$ cat config.mk
export PLATFORM = sky130hd
export DESIGN_NAME = ex_div_iter
export DESIGN_NICKNAME = d
export VERILOG_FILES = /design/src/rtl/ex_div_iter.sv
export SDC_FILE = /design/constraint.sdc
export NUM_CORES = 1
export LEC_CHECK = 0
export ABC_AREA = 0
export BUFFER_PORTS_ARGS = -buffer_cell sky130_fd_sc_hd__buf_2
export CAP_MARGIN = 20
export CELL_PAD_IN_SITES_DETAIL_PLACEMENT = 1
export CELL_PAD_IN_SITES_GLOBAL_PLACEMENT = 1
export CORE_MARGIN = 2
export CORE_UTILIZATION = 47
export DETAILED_ROUTE_END_ITERATION = 8
export GPL_TIMING_DRIVEN = 0
export PLACE_DENSITY = 0.95
export SLEW_MARGIN = 20
export SYNTH_ARGS = -nofsm -noshare
export SYNTH_HDL_FRONTEND = slang
export SYNTH_SLANG_ARGS = --single-unit
$ cat constraint.sdc
create_clock -name clk -period 4.71 [get_ports clk]
set_input_delay 0.7065 -clock clk [delete_from_list [all_inputs] [get_ports clk]]
set_output_delay 0.7065 -clock clk [all_outputs]
set_load 0.01 [all_outputs]
$ cat src/rtl/ex_div_iter.sv
// Iterative restoring divider, one quotient bit per cycle, signed/unsigned, with annul.
// Optional divide-by-zero fast path and dbz_o flag under `EX_DIV_ZERO_DETECT_EN.
module ex_div_iter #(
  parameter int WIDTH = 32
) (
  input  logic             clk,
  input  logic             rst,
  input  logic             start_i,
  input  logic             signed_i,
  input  logic             annul_i,
  input  logic [WIDTH-1:0] dividend_i,
  input  logic [WIDTH-1:0] divisor_i,
  output logic             busy_o,
  output logic             ready_o,
  output logic [WIDTH-1:0] quot_o,
`ifdef EX_DIV_ZERO_DETECT_EN
  output logic             dbz_o,
`endif
  output logic [WIDTH-1:0] rem_o
);
  localparam int CW = $clog2(WIDTH) + 1;

`ifdef EX_DIV_ZERO_DETECT_EN
  typedef enum logic [1:0] {IDLE, RUN, DONE, ZERO} state_t;
`else
  typedef enum logic [1:0] {IDLE, RUN, DONE} state_t;
`endif

  state_t           state;
  logic [CW-1:0]    cnt;
  logic [WIDTH-1:0] rem_r, quo_r, dvs_r;
  logic             neg_q, neg_r;

  // A zero divisor keeps the dividend raw so the plain iteration yields
  // quotient all-ones and remainder == dividend exactly as presented.
  logic dvs_zero, a_neg, b_neg;
  assign dvs_zero = (divisor_i == '0);
  assign a_neg    = signed_i & dividend_i[WIDTH-1] & ~dvs_zero;
  assign b_neg    = signed_i & divisor_i[WIDTH-1];

  logic [WIDTH:0]   shifted;
  logic [WIDTH+1:0] diff;
  logic             qbit;
  assign shifted = {rem_r, quo_r[WIDTH-1]};
  assign diff    = {1'b0, shifted} - {2'b00, dvs_r};
  assign qbit    = ~diff[WIDTH+1];

  always_ff @(posedge clk) begin
    if (rst) begin
      state   <= IDLE;
      cnt     <= '0;
      busy_o  <= 1'b0;
      ready_o <= 1'b0;
      quot_o  <= '0;
      rem_o   <= '0;
      rem_r   <= '0;
      quo_r   <= '0;
      dvs_r   <= '0;
      neg_q   <= 1'b0;
      neg_r   <= 1'b0;
`ifdef EX_DIV_ZERO_DETECT_EN
      dbz_o   <= 1'b0;
`endif
    end else begin
      ready_o <= 1'b0;
      case (state)
        IDLE: if (start_i && !annul_i) begin
          quo_r  <= a_neg ? -dividend_i : dividend_i;
          dvs_r  <= b_neg ? -divisor_i : divisor_i;
          rem_r  <= '0;
          neg_q  <= a_neg ^ b_neg;
          neg_r  <= a_neg;
          cnt    <= '0;
          busy_o <= 1'b1;
`ifdef EX_DIV_ZERO_DETECT_EN
          state  <= dvs_zero ? ZERO : RUN;
`else
          state  <= RUN;
`endif
        end
        RUN: if (annul_i) begin
          state  <= IDLE;
          busy_o <= 1'b0;
        end else begin
          rem_r <= qbit ? diff[WIDTH-1:0] : shifted[WIDTH-1:0];
          quo_r <= {quo_r[WIDTH-2:0], qbit};
          cnt   <= cnt + 1'b1;
          if (cnt == CW'(WIDTH-1)) state <= DONE;
        end
        DONE: begin
          state  <= IDLE;
          busy_o <= 1'b0;
          if (!annul_i) begin
            quot_o  <= neg_q ? -quo_r : quo_r;
            rem_o   <= neg_r ? -rem_r : rem_r;
            ready_o <= 1'b1;
`ifdef EX_DIV_ZERO_DETECT_EN
            dbz_o   <= 1'b0;
`endif
          end
        end
`ifdef EX_DIV_ZERO_DETECT_EN
        ZERO: begin
          state  <= IDLE;
          busy_o <= 1'b0;
          if (!annul_i) begin
            quot_o  <= '1;
            rem_o   <= quo_r;
            ready_o <= 1'b1;
            dbz_o   <= 1'b1;
          end
        end
`endif
        default: begin
          state  <= IDLE;
          busy_o <= 1'b0;
        end
      endcase
    end
  end
endmodule

==> flow_metrics.env <==
export IMPL_hold_path_class="reg -> reg"
export IMPL_syn_area_per_cell_sq_um=7.84
export IMPL_syn_num_nets=1505
export IMPL_status="completed"
export IMPL_yosysWarnings=0
export IMPL_cts_resized=0
export IMPL_path_cells="inv_1, ha_1, inv_1, fa_1, a211oi_1, nor3_1, o311a_1, o21ai_0, and2_1, o21ai_0, a311oi_1, o21ai_0"
export IMPL_ioPinCount=135
export IMPL_place_congestion=0.925
export IMPL_slowest_delay_ps=500
export IMPL_grt_pass1_vias=11700
export IMPL_die_area_sq_mm=0.0246
export IMPL_cts_buffers=17
export IMPL_grt_overflow=0
export IMPL_synth_top_cell_area_share_pct=31.4
export IMPL_drtPass1Iterations=5
export IMPL_crit_top_cell="o21ai_0"
export IMPL_cts_root_buf="clkbuf_16"
export IMPL_fp_row_count=55
export IMPL_synth_cell_type_count=74
export IMPL_via_per_inst=6.19
export IMPL_yosysMostFrequentCell="dfxtp_1"
export IMPL_relSlewSlack_pct=34.9
export IMPL_rsz0062_at_grt="false"
export IMPL_async_flop_share_pct=0
export IMPL_pre_cts_ws_ps=904
export IMPL_cts_clk_slew_worst_paths_ps=70
export IMPL_fillCellCount=2834
export IMPL_die_y_um=157
export IMPL_max_freq_mhz=252
export IMPL_met3_usage_pct=5.65
export IMPL_worst_clock_skew_ps=18.1
export IMPL_gr_max_usage_layer="met2"
export IMPL_r2r_start="quo_r[31]$_SDFFE_PP0P_"
export IMPL_synth_compound_area_share_pct=26.6
export IMPL_die_w_um=157
export IMPL_cts_buffer_depth=2
export IMPL_critPathCaptureType="flip-flop"
export IMPL_setup_tns_ps=0
export IMPL_route_detailed_drc=0
export IMPL_avgRoutedWirePerCell_um=21.8
export IMPL_worstHoldStart="rem_o[25]$_SDFFE_PP0P_"
export IMPL_cts_sinks=172
export IMPL_use_met1_pct=45.3
export IMPL_yosys_top_cells_area="dfxtp_1 31%, xor2_1 7.3%, o21ai_0 5.7%, a211oi_1 4.7%, nor2_1 4.4%"
export IMPL_pwr_density_cell_mw_per_mm2=292
export IMPL_grt_usage_pct=33.3
export IMPL_post_route_period_util_pct=84.1
export IMPL_drt_iter0_drc=908
export IMPL_synthesis_area_sq_mm=0.0110
export IMPL_vdd_drop_max_mv=0.223
export IMPL_worstPathMaxFanout=3
export IMPL_hold_violations=0
export IMPL_crit_buf_inv=2
export IMPL_worstSkewPairLatency_ps=450
export IMPL_worst_setup_path_type="reg -> reg"
export IMPL_hpwlAfterDp_um=30800
export IMPL_postRouteAntennaNets=0
export IMPL_coreArea_sq_mm=0.0228
export IMPL_timing_final_crit_period_ps=3960
export IMPL_synthCells=1398
export IMPL_drt_total_wl_um=40800
export IMPL_grt_max_degree=18
export IMPL_synth_top_cell_by_area="dfxtp_1"
export IMPL_path_delay_family="compound AO/OA/AOI/OAI gates"
export IMPL_grt_pass1_wl_um=64100
export IMPL_post_cts_buffers=0
export IMPL_drv_slew=0
export IMPL_setup_viol=0
export IMPL_cts_tree="built"
export IMPL_diodes=0
export IMPL_antenna_found_initial=0
export IMPL_critPathRequiredTime_ps=5020
export IMPL_p_leak_nw=5.00
export IMPL_io_buffers=132
export IMPL_seq_area_frac_synth_pct=31.4
export IMPL_synth_simple_area_share_pct=20.4
export IMPL_synthTopCellsByCount="172 x dfxtp_1, 128 x nor2_1, 125 x nand2_1, 125 x o21ai_0"
export IMPL_h_tree_depth=4
export IMPL_rrSetupSlack_ps=750
export IMPL_slowest_stage="a311oi_1"
export IMPL_hold_buffers=0
export IMPL_crit_start="quo_r[31]$_SDFFE_PP0P_"
export IMPL_start_util_pct=48.1
export IMPL_synth_fa_ha_area_share_pct=4.41
export IMPL_via_count=11600
export IMPL_drive_above_1_share_pct=13.2
export IMPL_drv_cap=0
export IMPL_tightest_slew_ps=976
export IMPL_worstPathArrival_ps=4270
export IMPL_met2_usage_pct=53.6
export IMPL_final_core_util_pct=55.3
export IMPL_synthFlopType="dfxtp_1"
export IMPL_area_growth_pct=15.0
export IMPL_synth_edff_count=0
export IMPL_nNetsFinal=1656
export IMPL_ys_ff_latch=172
export IMPL_synthXorXnorAreaFrac_pct=10.8
export IMPL_setup_slack_ps=748
export IMPL_synth_top_family_by_area="compound AO/OA/AOI/OAI gates"
export IMPL_synth_mux_area_share_pct=0.548
export IMPL_cp_start_kind="flip-flop"
final timing paths:
check                                 to  cells past startpoint
setup / recovery  rem_r[28]$_SDFFE_PP0P_                     12
hold / removal    rem_o[25]$_SDFFE_PP0P_                      2
setup reg to reg  rem_r[28]$_SDFFE_PP0P_                     12
hold reg to reg   rem_o[25]$_SDFFE_PP0P_                      2
layout by cell type (no fill, tap or decap), drive strengths merged, types with 12 or more instances in the layout:
master / Yosys / final
a211oi: 69 / 69
nand3: 29 / 29
nand4: 17 / 17
or4: 14 / 14
xnor2: 44 / 44
o41ai: 12 / 12
ha: 37 / 37
o21ai: 129 / 129
inv: 58 / 66
a31oi: 25 / 25
buf: 21 / 153
nand2: 126 / 126
and4: 20 / 20
clkbuf: 75 / 93
or3: 12 / 12
nor4: 23 / 23
nor2: 128 / 128
dfxtp: 172 / 172
nor3: 29 / 29
a32oi: 14 / 14
xor2: 91 / 91
a21oi: 92 / 92
o31ai: 36 / 36
kinds of logic (layout without fill, tap and decap cells):
kind of cell	after synthesis	count (layout)
compound gates	450	450
xor+xnor	135	135
flops	172	172
simple gates	442	442
mux	6	6
buf+inv	155	319
fa+ha+maj	38	38
routing by layer:
metal / vias to the layer above / routed length, um / part of all wire (%)
met5: - / 0 / 0
met3: 82 / 3170 / 7.8
met4: 0 / 924 / 2.3
met1: 5613 / 18300 / 45
met2: 495 / 18400 / 45
li1: 5409 / - / -
metrics by stage:
step | hold WS, ps | std cells | power (mW) | instance area (sq um)
3_5_place_dp | 447 | 1843 | 2.22 | 12000
4_1_cts | 457 | 1875 | 3.65 | 12600
3_3_place_gp | 441 | 1843 | 2.19 | 12000
6_report | 459 | 1875 | 3.68 | 12600
2_1_floorplan | 432 | 1398 | 1.99 | 11000
5_1_grt | 483 | 1875 | 3.79 | 12600
where the power goes:
group | leakage, nW | switching (mW) | internal, mW
Combinational | 3.31 | 0.448 | 0.231
Sequential | 1.40 | 0.0509 | 1.49
Clock | 0.289 | 0.694 | 0.765
Total | 5.00 | 1.19 | 2.49
layout make-up:
type / count / area (sq um) / area share (%)
clock buffer: 18 / 439 / 3.48
sequential: 172 / 3440 / 27.3
multi-input combinational: 1071 / 6880 / 54.6
tap: 313 / 392 / 3.11
buffer: 97 / 424 / 3.37
timing repair buffer: 132 / 661 / 5.24
inverter: 58 / 218 / 1.73
clock inverter: 14 / 151 / 1.20
state kept, by name, indices dropped and copies added (netlist names):
signal   count
ready_o      1
quot_o      32
neg_r        1
neg_q        1
state        2
cnt          6
rem_o       32
busy_o       1
rem_r       32
dvs_r       32
quo_r       32
worst reg2reg max path: cells and delay by family (launching register included):
family / cells / cell delay (ps)
AOI/OAI and AO/OA: 6 / 2140
buffers and inverters: 2 / 240
and+or+nand+nor: 2 / 420
adders and majority gates: 2 / 700
DFF: 1 / 330
Power figures use the tool's default switching activity.
